$ cat config.mk
export PLATFORM = sky130hd
export DESIGN_NAME = bcd_nines_comp_serial_decoder
export DESIGN_NICKNAME = d
export VERILOG_FILES = /design/src/rtl/bcd_nines_comp_serial_decoder.sv
export SDC_FILE = /design/constraint.sdc
export NUM_CORES = 1
export LEC_CHECK = 0
export ABC_AREA = 1
export BUFFER_PORTS_ARGS = -buffer_cell sky130_fd_sc_hd__clkbuf_2
export CAP_MARGIN = 20
export CORE_MARGIN = 2
export CORE_UTILIZATION = 45
export CTS_CLUSTER_SIZE = 16
export DETAILED_ROUTE_END_ITERATION = 7
export PLACE_DENSITY_LB_ADDON = 0.05
export SETUP_SLACK_MARGIN = 0.02
export SLEW_MARGIN = 0
export SYNTH_ARGS = -nofsm -noshare
export SYNTH_HDL_FRONTEND = slang
export SYNTH_SLANG_ARGS = --single-unit
$ cat constraint.sdc
create_clock -name clk -period 3.1 [get_ports clk]
set_input_delay 0.775 -clock clk [delete_from_list [all_inputs] [get_ports clk]]
set_output_delay 0.775 -clock clk [all_outputs]
set_load 0.005 [all_outputs]
$ cat src/rtl/bcd_nines_comp_serial_decoder.sv
// rtl/bcd_nines_comp_serial_decoder.sv - deserializes 9's-complemented BCD digits and recovers 9 - code
module bcd_nines_comp_serial_decoder #(
  parameter bit MSB_FIRST = 1'b1,
  parameter int CNT_W     = 8
) (
  input  logic             clk,
  input  logic             rst_n,
  input  logic             ser_in,
  input  logic             ser_valid,
  input  logic             sync,
  output logic [3:0]       dout,
  output logic             dout_valid,
  output logic             err,
  output logic             busy,
  output logic [CNT_W-1:0] digit_count
);

  logic [3:0] sr;
  logic [3:0] sr_next;
  logic [1:0] bit_cnt;
  logic [1:0] bit_cnt_next;
  logic       complete;
  logic       code_legal;

  // A sync bit always shifts in like a normal bit; stale fragment bits are
  // flushed out by the three bits that follow before the digit completes.
  always_comb begin
    sr_next      = sr;
    bit_cnt_next = bit_cnt;
    complete     = 1'b0;
    if (ser_valid) begin
      if (MSB_FIRST) sr_next = {sr[2:0], ser_in};
      else           sr_next = {ser_in, sr[3:1]};
      if (sync) begin
        bit_cnt_next = 2'd1;
      end else begin
        bit_cnt_next = bit_cnt + 2'd1;
        complete     = (bit_cnt == 2'd3);
      end
    end
  end

  assign code_legal = (sr_next <= 4'd9);

  always_ff @(posedge clk or negedge rst_n) begin
    if (!rst_n) begin
      sr          <= 4'd0;
      bit_cnt     <= 2'd0;
      busy        <= 1'b0;
      dout        <= 4'd0;
      dout_valid  <= 1'b0;
      err         <= 1'b0;
      digit_count <= '0;
    end else begin
      sr         <= sr_next;
      bit_cnt    <= bit_cnt_next;
      busy       <= (bit_cnt_next != 2'd0);
      dout_valid <= complete && code_legal;
      err        <= complete && !code_legal;
      if (complete && code_legal) begin
        dout        <= 4'd9 - sr_next;
        digit_count <= digit_count + CNT_W'(1);
      end
    end
  end

endmodule

== Word-level counts from Yosys, hierarchy flattened ==
Cells that the tools add are included.
Widths: inputs -> output; s select.
Word-level totals
  bits in registers: 21
  bits of input ports: 5
  output and inout port bits: 15
  word-level logic and storage cells: 21
Operators by class
  add/sub/neg operators: 3
  magnitude comparators: 1
  equal/unequal tests: 1
  mux-type cells: 5
  reductions and logical operators: 4
Operators with widths (count)
  $add 8x1->8 const B: 1
  $le 4x4->1 const B: 1
  $mux 2: 2
  $mux 4: 1
  $sub 4x4->4 const A: 1
  $add 2x1->2 const B: 1
  $eq 2x2->1 const B: 1
  $logic_and 1x1->1: 2
  $mux 1: 2
  $reduce_bool 2->1: 1
  $logic_not 1->1: 1

== Depth between registers and ports, before layout ==
Gate-level depths: netlist of run 1.
  word-level depth: 4
  mapped depth: 10

== Least setup slack after synthesis of run 1 ==
Ideal clock, no wire load.
  path type: input -> register
  from: input port ser_valid
  to: register digit_count[2]
  library setup time: 0.117 ns
  arrival: 1.697 ns
  path slack: 1.286 ns
  stages on the path: 10
  buffers on the path: 1
  cells stage by stage: inv_2 nand2_1 nand2_1 ha_1 nand3_1 nand3_4 nand2_4 buf_6 nand2_1 nand2_1
On the way
  word-level cells in the longest chain between the ends: 3
RTL lines
  start, declared: RTL line 9  | input logic ser_valid,
  $mux 4: RTL line 31  | if (ser_valid) begin
  $le 4x4->1: RTL line 43  | assign code_legal = (sr_next <= 4'd9);
  $logic_and 1x1->1 (*): RTL line 60  | if (complete && code_legal) begin
  end signal, assigned: RTL line 62  | digit_count <= digit_count + CNT_W'(1);
  end, declared: RTL line 15  | output logic [CNT_W-1:0] digit_count
Every way passes the cells marked *; elsewhere a longest branch is shown, timed or not.
A chain may end at the register's enable or synchronous reset.

== Final worst setup path of run 1 ==
  from: input port ser_valid
  to: register dout[2]
On the way
  word-level cells in the longest chain between the ends: 3
RTL lines
  $mux 4: RTL line 31
  $le 4x4->1: RTL line 43
  $logic_and 1x1->1: RTL line 60
  end signal, assigned: RTL line 61  | dout <= 4'd9 - sr_next;
  end, declared: RTL line 11  | output logic [3:0] dout,
Several ways; a longest one is shown, not always the timed one.

==> impl_results.md, run 1 <==
* Result of the run: finished clean
* Part of the total power dissipated in combinational logic at 24.9%
* Number of buffers added by the clock tree synthesis step at 3
* Synthesized instance count at 127
* Areal power density over the cells at 551.3 nW/um2
* Part of the total power dissipated in sequential elements at 55.0%
* Arrival time reported for the critical path endpoint at 1.99 ns
* Max Fclk at 0.5596 GHz
* Yosys top cell by area: sky130_fd_sc_hd__dfrtp_1
* Worst slew pin tran at 0.5098 ns
* Share of Yosys cell area claimed by the top area cell type at 49.53%
* First-pass GRT wire length at 3.601 mm
* Gpl congestion at 0.8017
* # nets final at 156
* Number of ports placed on the die boundary at 20
* Number of buffers inserted by port buffering at 19
* Count of antenna diodes in the layout at 0
* Post-synthesis sequential area ratio at 49.53%
* Net Sw Power at 0.2125 mW
* Leakage at 0.7075 nW
* Internal power at 0.4429 mW
* Total of cells resized after clock tree synthesis at 0
* Proportion of layout cells with a drive suffix above 1 at 19.73%
* Via density per instance at 4.669
* Mean Syn Cell Area at 8.354 um2
* Setup tns final at 0 ns
* Worst Path Max Fanout at 14
* Worst IR drop on VDD at 317.7 uV
* Overall fraction of global-route tracks in use at 17.64%
* Synthesized flop and latch total at 21
* DRC violations left at 0
* Area delta synth->final at 12.03%
* Vertical die dimension at 52.56 um
* Number of setup buffers added after CTS at 0
* Drt first pass iters at 3
* Clk root buf: sky130_fd_sc_hd__clkbuf_4
* DRT antenna net count at 0
* Number of endpoints with negative hold slack in the final report at 0
* Count of vias placed by the detailed router at 817
* DIE AREA at 2762 um2
* Average detailed-routed wire length per instance at 10.85 um
* Switching Fraction at 32.42%
* Critical Path Start Type: input pin
* Number of warnings reported in the yosys synthesis log at 0
* Post-DP HPWL at 1.444 mm
* Critical Path End Type: register
* Worst Setup Path Type: in2reg
* Number of endpoints failing setup at the final stage at 0
* Number of antenna violations at the first check in global routing at 0
* Rel. slew slack at 66.01%
* Setup repair after global routing missed its margin: false
* Number of distinct library cells after synthesis at 20
* Max-capacitance violation count at 0
* Post-detailed-routing wire length at 1.898 mm
* Core region area at 2212 um2
* Buffers from clock root to sink, at most at 2
* Clock sink count at 21
* Period minus WS final at 1.787 ns
* Clock latency at the later pin of the worst-skew pair at 0.30 ns
* Post-detailed-placement cell area at 1161 um2
* Worst hold path type: in2async
* Post-route fraction of the period consumed by the critical path at 57.65%
* Hold-fix buffers at CTS at 0
* TritonCTS clock tree: done
* Reg clk slew, reported paths at 0.12 ns
* Post-synthesis instance area at 1061 um2
* Pin count of the biggest net entering global routing at 22
* Effective utilization at floorplan at 47.96%
* Max Clock Skew at 0.001221 ns
* Final instance area at 1189 um2
* Global route total overflow at 0
* Net count after synthesis at 135
* Via count of the first global-routing pass at 858
* Level count of the clock H-tree at 1
* Top cells by area in the synthesized netlist: sky130_fd_sc_hd__dfrtp_1, sky130_fd_sc_hd__nand2_1, sky130_fd_sc_hd__nand3_1
* Final count of pins violating max slew at 0
* Horiz. Die Dim at 52.56 um
* Worst setup slack for register-to-register paths at 1.58 ns
* Number of DRC violations after detailed-routing iteration 0 at 11
* Placement Rows at 17
* Clock share of power at 20.1%
* Required time of the worst setup path at 3.30 ns
## flip-flops by register name, summed over array words and instances (netlist names)
| register | cells |
|---|---|
| dout | 4 |
| bit_cnt | 2 |
| busy | 1 |
| dout_valid | 1 |
| digit_count | 8 |
| sr | 4 |
| err | 1 |
## per-layer routing
layer	vias up	global-route usage (%)	share of wire (%)
met5	-	0	0
met2	15	30.21	47
met3	2	3.429	3.2
met1	365	22.43	49
li1	435	-	-
met4	0	5.128	0.74
## Yosys cell counts
master and count:
sky130_fd_sc_hd__nand3_4 1, sky130_fd_sc_hd__nor2_8 1, sky130_fd_sc_hd__buf_4 1, sky130_fd_sc_hd__nand2_4 1, sky130_fd_sc_hd__buf_6 2, sky130_fd_sc_hd__ha_1 3
sky130_fd_sc_hd__o21ai_0 4, sky130_fd_sc_hd__xnor2_1 2, sky130_fd_sc_hd__or2_4 1, sky130_fd_sc_hd__nand3b_1 1, sky130_fd_sc_hd__nor2_1 3, sky130_fd_sc_hd__inv_2 1
sky130_fd_sc_hd__dfrtp_1 21, sky130_fd_sc_hd__nor3_1 1, sky130_fd_sc_hd__nand2_1 50, sky130_fd_sc_hd__or2_1 1, sky130_fd_sc_hd__nand3_1 16, sky130_fd_sc_hd__nand2_2 1
sky130_fd_sc_hd__inv_1 15, sky130_fd_sc_hd__xor2_1 1
## stage by stage
stage                     utilization (%)  cells  hold slack, ns  power (mW)  worst slack, ns
after global placement              52.49    171          0.4611      0.5270            1.048
after global routing                53.73    175          0.4373      0.7135            1.105
after CTS                           53.73    175          0.4372      0.6629            1.306
after floorplan                         -    127          0.4650      0.4673            1.286
after detailed placement            52.49    171          0.4601      0.5316           0.9830
final                               53.73    175          0.4177      0.6553            1.313
## worst max-delay path, cell delays in order
cell,delay [ns]
sky130_fd_sc_hd__clkbuf_2,0.12
sky130_fd_sc_hd__inv_2,0.11
sky130_fd_sc_hd__nand2_1,0.06
sky130_fd_sc_hd__nand2_1,0.12
sky130_fd_sc_hd__ha_1,0.21
sky130_fd_sc_hd__nand3_1,0.13
sky130_fd_sc_hd__nand3_4,0.20
sky130_fd_sc_hd__nand2_4,0.13
sky130_fd_sc_hd__nand2_1,0.08
sky130_fd_sc_hd__nand2_1,0.05
## power by group through the flow
stage                     sequential (mW)  combinational, mW  clock (mW)
after detailed placement            0.366              0.165           0
after global routing                0.369              0.195       0.149
after floorplan                     0.366              0.101           0
final                               0.360              0.163       0.132
after global placement              0.365              0.162           0
after CTS                           0.361              0.166       0.136
## cell type report
type	count	area, um2
well taps	28	35.03
fillers	230	1023
repair buffers	19	95.09
flip-flops and latches	21	525.5
clock inverters	1	5.005
clock buffers	3	22.52
inverters	16	60.06
multi-input cells	87	445.4
## placed cells by master, fill, tap and decap left out
master	instances
sky130_fd_sc_hd__inv_2	1
sky130_fd_sc_hd__xnor2_1	2
sky130_fd_sc_hd__nand3_4	1
sky130_fd_sc_hd__ha_1	3
sky130_fd_sc_hd__or2_1	1
sky130_fd_sc_hd__nand2_1	50
sky130_fd_sc_hd__clkinv_2	1
sky130_fd_sc_hd__or2_4	1
sky130_fd_sc_hd__clkbuf_4	3
sky130_fd_sc_hd__xor2_1	1
sky130_fd_sc_hd__nand3_1	16
sky130_fd_sc_hd__nand3b_1	1
sky130_fd_sc_hd__nor3_1	1
sky130_fd_sc_hd__nor2_1	3
sky130_fd_sc_hd__inv_1	15
sky130_fd_sc_hd__nor2_8	1
sky130_fd_sc_hd__nand2_2	1
sky130_fd_sc_hd__o21ai_0	4
sky130_fd_sc_hd__nand2_4	1
sky130_fd_sc_hd__clkbuf_2	19
sky130_fd_sc_hd__dfrtp_1	21
## logic make-up (layout without fill, tap and decap cells)
| group | count (synthesis) | count (layout) | share of synthesized area (%) |
|---|---|---|---|
| adder cells (fa/ha/maj) | 3 | 3 | 3.538 |
| AND/OR/NAND/NOR | 77 | 77 | 34.08 |
| buffers and inverters | 19 | 39 | 8.490 |
| flip-flops | 21 | 21 | 49.53 |
| AO/OA/AOI/OAI | 4 | 4 | 1.887 |
| XOR/XNOR | 3 | 3 | 2.477 |
## path summary, 6_finish.rpt
check	start	end	depth (start not counted)
worst max-delay path	ser_valid	dout[2]$_DFFE_PN0P_	10
min in group clk	dout[3]$_DFFE_PN0P_	dout[3]$_DFFE_PN0P_	2
worst max register to register	sr[1]$_DFF_PN0_	dout[2]$_DFFE_PN0P_	9
max in group asynchronous	rst_n	digit_count[2]$_DFFE_PN0P_	1
worst min register to register	dout[3]$_DFFE_PN0P_	dout[3]$_DFFE_PN0P_	2
worst min-delay path	rst_n	busy$_DFF_PN0_	1
Power figures use the tool's default switching activity.
==> inputs of run 2 (changes only) <==
- clock period: 3.1 -> 1.5 ns (I/O delays scaled with it)
==> impl_results.md, run 2 (synthesis results as in run 1) <==
* Result of the run: finished clean
* Number of buffers inserted by port buffering at 19
* Placement Rows at 17
* Post-detailed-routing wire length at 1.926 mm
* Largest registers: digit_count x8, dout x4, sr x4
* Reg clk slew, reported paths at 0.12 ns
* DRT antenna net count at 0
* Final count of pins violating max slew at 0
* Clock latency at the later pin of the worst-skew pair at 0.30 ns
* Clock sink count at 21
* Global route total overflow at 0
* Post-route fraction of the period consumed by the critical path at 87.83%
* Overall fraction of global-route tracks in use at 16.54%
* TritonCTS clock tree: done
* Worst Setup Slack, final at 0.1826 ns
* Number of buffers added by the clock tree synthesis step at 3
* Core region area at 2212 um2
* Required time of the worst setup path at 1.75 ns
* Post-DP HPWL at 1.423 mm
* Post-Place Worst Slack at -0.1018 ns
* Number of antenna violations at the first check in global routing at 0
* Post-detailed-placement cell area at 1214 um2
* Critical Path Start Type: register
* Worst Path Max Fanout at 7
* Gpl congestion at 0.8078
* Depth of the worst register-to-register path at 9
* First-pass GRT wire length at 3.367 mm
* Critical Path End Type: register
* # nets final at 165
* End of the worst register-to-register path: dout[2]$_DFFE_PN0P_
* Hold-fix buffers at CTS at 0
* CP Launch Point: sr[1]$_DFF_PN0_
* Proportion of layout cells with a drive suffix above 1 at 25.00%
* Via count of the first global-routing pass at 855
* Reg-to-reg startpoint: sr[1]$_DFF_PN0_
* Number of endpoints with negative hold slack in the final report at 0
* Area delta synth->final at 20.05%
* Capture point of the critical path: dout[2]$_DFFE_PN0P_
* Worst setup slack for register-to-register paths at 0.18 ns
* Arrival time reported for the critical path endpoint at 1.57 ns
* Number of DRC violations after detailed-routing iteration 0 at 13
* Worst hold path type: in2async
* Most common library cell in the layout ignoring fill and taps: sky130_fd_sc_hd__nand2_1
* Clk root buf: sky130_fd_sc_hd__clkbuf_4
* Level count of the clock H-tree at 1
* Number of endpoints failing setup at the final stage at 0
* Overall power consumption at 1.400 mW
* Highest-count cells in the layout ignoring fill and taps: sky130_fd_sc_hd__nand2_1, sky130_fd_sc_hd__dfrtp_1, sky130_fd_sc_hd__clkbuf_2
* Pin count of the biggest net entering global routing at 22
* Max Fclk at 0.7591 GHz
* Rel. slew slack at 66.06%
* Register with the highest flop count: digit_count
* Horiz. Die Dim at 52.56 um
* Average detailed-routed wire length per instance at 10.47 um
* Setup tns final at 0 ns
* Max Clock Skew at 0.001524 ns
* Vertical die dimension at 52.56 um
* Final instance area at 1274 um2
* Buffers from clock root to sink, at most at 2
* DIE AREA at 2762 um2
* Count of antenna diodes in the layout at 0
* Via density per instance at 4.799
* Worst slew pin tran at 0.5091 ns
* Max-capacitance violation count at 0
* Worst IR drop on VDD at 692.2 uV
* Areal power density over the cells at 1099 nW/um2
* Drt first pass iters at 4
* DRC violations left at 0
* Period minus WS final at 1.317 ns
* Effective utilization at floorplan at 47.96%
* Leakage at 0.7588 nW
* Post-layout utilization of the core at 57.58%
* Worst Setup Path Type: reg2reg
* Count of vias placed by the detailed router at 883
* Flip-flop count of the largest register after layout at 8
* Setup repair after global routing missed its margin: false
* Number of ports placed on the die boundary at 20
-- run 2: changes by cell type in the layout (fill, tap and decap cells not counted), sizes merged --
cell and change:
buf +9
-- run 2: worst max-delay path, stage by stage (launching register included) --
cell	delay, ns
sky130_fd_sc_hd__dfrtp_1	0.38
sky130_fd_sc_hd__inv_1	0.07
sky130_fd_sc_hd__nand2_1	0.05
sky130_fd_sc_hd__nand2_1	0.08
sky130_fd_sc_hd__ha_1	0.19
sky130_fd_sc_hd__nand3_2	0.10
sky130_fd_sc_hd__nand3_4	0.10
sky130_fd_sc_hd__buf_4	0.16
sky130_fd_sc_hd__nand3_1	0.07
sky130_fd_sc_hd__nand2_1	0.07
-- run 2: worst min-delay path by stage --
stage                     startpoint                   end  slack [ns]  cells after the start
after floorplan                rst_n  bit_cnt[0]$_DFF_PN0_        0.08                      0
after global placement         rst_n        busy$_DFF_PN0_        0.37                      1
after detailed placement       rst_n        busy$_DFF_PN0_        0.38                      1
after CTS                      rst_n        busy$_DFF_PN0_        0.03                      1
after global routing           rst_n        busy$_DFF_PN0_        0.04                      1
final                          rst_n        busy$_DFF_PN0_        0.02                      1
-- run 2: per-layer routing --
layer / vias to the layer above / GRT usage (%) / share of wire (%)
met3: 4 / 2.571 / 3.9
met2: 17 / 29.17 / 48
li1: 450 / - / -
met1: 412 / 19.45 / 47
met4: 0 / 7.692 / 0.99
met5: - / 0 / 0
-- run 2: metrics by stage --
| step | std cells | hold WS [ns] |
|---|---|---|
| after global routing | 184 | 0.04084 |
| after global placement | 178 | 0.3700 |
| final | 184 | 0.02001 |
| after detailed placement | 178 | 0.3788 |
| after CTS | 182 | 0.03241 |
| after floorplan | 127 | 0.07941 |
-- run 2: layout make-up --
| cell class | count | area [um2] |
|---|---|---|
| multi-input cells | 87 | 450.4 |
| well taps | 28 | 35.03 |
| clock buffers | 3 | 22.52 |
| repair buffers | 28 | 175.2 |
| clock inverters | 1 | 5.005 |
| fillers | 211 | 938.4 |
| flip-flops and latches | 21 | 525.5 |
| inverters | 16 | 60.06 |
-- run 2: what timing repair did --
| action | in CTS | in global routing |
|---|---|---|
| hold endpoints to repair | 0 | 0 |
| endpoints found under the setup margin | 0 | 13 |
| buffers inserted | 0 | 2 |
| gates resized for setup | 0 | 1 |
-- run 2: report_power, final --
group	switching [mW]	internal [mW]
clock	0.171	0.0993
combinational	0.203	0.183
sequential	0.0685	0.674
==> inputs of run 3 (changes only) <==
- ABC_AREA: 1 -> default
==> impl_results.md, run 3 <==
* Result of the run: complete, but fails checks
* Failing checks: setup timing
* Area occupied by multi-input gates at 496.7 um2
* Buffers from clock root to sink, at most at 2
* Setup tns final at -2.206 ns
* Leakage at 0.6458 nW
* Number of endpoints with negative hold slack in the final report at 0
* Synthesized flop and latch total at 21
* Most common cell on crit path: sky130_fd_sc_hd__mux2_4
* Number of endpoints failing setup at the final stage at 13
* Worst hold path type: in2async
* Required time of the worst setup path at 1.70 ns
* DIE AREA at 2618 um2
* Number of distinct library cells after synthesis at 26
* Critical path's largest stage delay at 0.40 ns
* Post-synthesis sequential area ratio at 52.50%
* Drt first pass iters at 4
* Area delta synth->final at 33.13%
* Critical Path Start Type: register
* DRC violations left at 0
* Final count of pins violating max slew at 0
* End of the worst register-to-register path: dout[1]$_DFFE_PN0P_
* Post-route fraction of the period consumed by the critical path at 115.0%
* Most common library cell in the layout ignoring fill and taps: sky130_fd_sc_hd__dfrtp_1
* Most frequent cells after synthesis: sky130_fd_sc_hd__dfrtp_1, sky130_fd_sc_hd__xnor2_1, sky130_fd_sc_hd__inv_1, sky130_fd_sc_hd__nor2_1
* Count of antenna diodes in the layout at 0
* Most instantiated library cell after synthesis: sky130_fd_sc_hd__dfrtp_1
* Core region area at 2148 um2
* Highest-count cells in the layout ignoring fill and taps: sky130_fd_sc_hd__dfrtp_1, sky130_fd_sc_hd__clkbuf_2, sky130_fd_sc_hd__buf_4
* Flip-flop count of the largest register after layout at 8
* Overall fraction of global-route tracks in use at 17.18%
* First-pass GRT wire length at 3.263 mm
* Register with the highest flop count: digit_count
* Ys flop type: sky130_fd_sc_hd__dfrtp_1
* Max-capacitance violation count at 0
* Max Fclk at 0.5796 GHz
* Library cell contributing the largest single delay on the critical path: sky130_fd_sc_hd__dfrtp_1
* Number of buffers inserted by port buffering at 19
* Share of Yosys cell area claimed by the top area cell type at 52.50%
* Critical Path End Type: register
* Worst setup slack for register-to-register paths at -0.23 ns
* Mean Syn Cell Area at 12.67 um2
* Worst slew pin tran at 0.5123 ns
* Worst Path Max Fanout at 6
* Areal power density over the cells at 1211 nW/um2
* Placement Rows at 17
* Reg-to-reg startpoint: sr[0]$_DFF_PN0_
* Arrival time reported for the critical path endpoint at 1.93 ns
* Level count of the clock H-tree at 1
* Hold-fix buffers at CTS at 0
* Proportion of layout cells with a drive suffix above 1 at 50.00%
* Fraction of met2 tracks used by global routing at 28.57%
* Global route total overflow at 0
* Hold slack final at 0.01409 ns
* Yosys top cell by area: sky130_fd_sc_hd__dfrtp_1
* DRT antenna net count at 0
* Global-route met1 utilization at 20.11%
* Average detailed-routed wire length per instance at 12.90 um
* Rel. slew slack at 65.85%
* Number of warnings reported in the yosys synthesis log at 0
* Gpl congestion at 0.7650
* Top cells by area in the synthesized netlist: sky130_fd_sc_hd__dfrtp_1, sky130_fd_sc_hd__xnor2_1, sky130_fd_sc_hd__mux2_4
* Synthesized instance count at 79
* Horiz. Die Dim at 51.17 um
* Largest registers: digit_count x8, dout x4, sr x4
* Highest-utilization routing layer at the global route stage: met2
* Post-synth EDFFs at 0
* Period minus WS final at 1.725 ns
* TritonCTS clock tree: done
* Post-DP HPWL at 1.385 mm
* Number of antenna violations at the first check in global routing at 0
* Number of buffers added by the clock tree synthesis step at 3
* Count of vias placed by the detailed router at 725
* Worst Setup Slack, final at -0.2254 ns
* Setup repair after global routing missed its margin: true
* Fill cell instance count of the final layout at 186
* Global routing usage on met3 at 4.386%
* Share of synthesized registers carrying an async set or reset at 100.0%
* Clock sink count at 21
* Post-detailed-routing wire length at 1.883 mm
* Net count after synthesis at 87
* Max Clock Skew at 0.002554 ns
* Cell breakdown of the critical path: mux2_4 > inv_2 > ha_4 > nand2_2 > a32oi_4 > o21bai_4 > mux2_4
* Worst IR drop on VDD at 660.5 uV
* Via density per instance at 4.966
* Number of ports placed on the die boundary at 20
* Depth of the worst register-to-register path at 7
* Number of DRC violations after detailed-routing iteration 0 at 4
* Pin count of the biggest net entering global routing at 22
* # nets final at 127
* Vertical die dimension at 51.17 um
* Via count of the first global-routing pass at 746
* Clock latency at the later pin of the worst-skew pair at 0.30 ns
* Clk root buf: sky130_fd_sc_hd__clkbuf_4
* Effective utilization at floorplan at 46.59%
* Worst Setup Path Type: reg2reg
* Reg clk slew, reported paths at 0.12 ns
* Register cell area after layout at 525.5 um2
* Post-synthesis instance area at 1001 um2
run 3: changes by cell type after synthesis, moves of 3 or more:
cell / delta
sky130_fd_sc_hd__nand2_1: -47
sky130_fd_sc_hd__nand3_1: -13
sky130_fd_sc_hd__inv_1: -10
sky130_fd_sc_hd__xnor2_1: +5
sky130_fd_sc_hd__mux2_4: +4
sky130_fd_sc_hd__nand4_1: +3
run 3: logic make-up (layout without fill, tap and decap cells):
kind of cell	after synthesis	in the layout	share of synthesized area [%]
fa+ha+maj	3	3	3.750
buf+inv	6	45	3.000
compound gates	13	13	12.75
mux	7	7	9.250
flops	21	21	52.50
simple gates	21	21	11.75
xor+xnor	8	8	7.000
run 3: per-stage QoR:
stage          cell area, um2  power, mW  worst slack (ns)  instances  util, %
6_report                 1333      1.614           -0.2254        146    62.03
5_1_grt                  1333      1.714           -0.2806        146    62.03
4_1_cts                  1321      1.632           -0.2466        145    61.50
3_5_place_dp             1244      1.303           -0.4769        139    57.89
3_3_place_gp             1244      1.287           -0.4517        139    57.89
2_1_floorplan            1028      1.072           -0.4487         79        -
run 3: layout make-up:
class | count | area share (%)
sequential | 21 | 39.44
tap | 28 | 2.629
clock buffer | 4 | 1.972
timing repair buffer | 36 | 17.28
multi-input combinational | 52 | 37.28
inverter | 5 | 1.408
run 3: how the worst max path moves through the flow:
| stage | from | slack, ns | depth (start not counted) | end |
|---|---|---|---|---|
| 2_1_floorplan | ser_valid | -0.45 | 8 | dout[2]$_DFFE_PN0P_ |
| 3_3_place_gp | ser_valid | -0.45 | 9 | digit_count[7]$_DFFE_PN0P_ |
| 3_5_place_dp | ser_valid | -0.48 | 9 | digit_count[2]$_DFFE_PN0P_ |
| 4_1_cts | sr[1]$_DFF_PN0_ | -0.25 | 7 | dout[1]$_DFFE_PN0P_ |
| 5_1_grt | sr[0]$_DFF_PN0_ | -0.28 | 8 | digit_count[2]$_DFFE_PN0P_ |
| 6_report | sr[0]$_DFF_PN0_ | -0.23 | 7 | dout[1]$_DFFE_PN0P_ |
run 3: what timing repair did:
action / CTS / global route
gates resized for setup: 11 / 1
pin swaps: 9 / 4
setup endpoints to repair: 14 / 14
setup buffers: 2 / 1
cloned: 0 / 0
hold endpoints to repair: 0 / 0
run 3: where the power goes:
| part | internal [mW] | switching (mW) | total (mW) |
|---|---|---|---|
| clock network | 0.104 | 0.175 | 0.279 |
| registers | 0.684 | 0.112 | 0.796 |
| logic | 0.312 | 0.227 | 0.539 |
run 3: routing by layer:
metal	vias up	wire length [um]
met1	354	812
met5	-	0
met4	0	14
met2	15	978
li1	354	-
met3	2	77
run 3: worst max-delay path, delay by kind of cell, from the launching register on:
kind / cells / cell delay (ns)
DFF: 1 / 0.40
and+or+nand+nor: 1 / 0.06
buffers and inverters: 1 / 0.07
adders and majority gates: 1 / 0.15
muxes: 2 / 0.59
AOI/OAI and AO/OA: 2 / 0.34
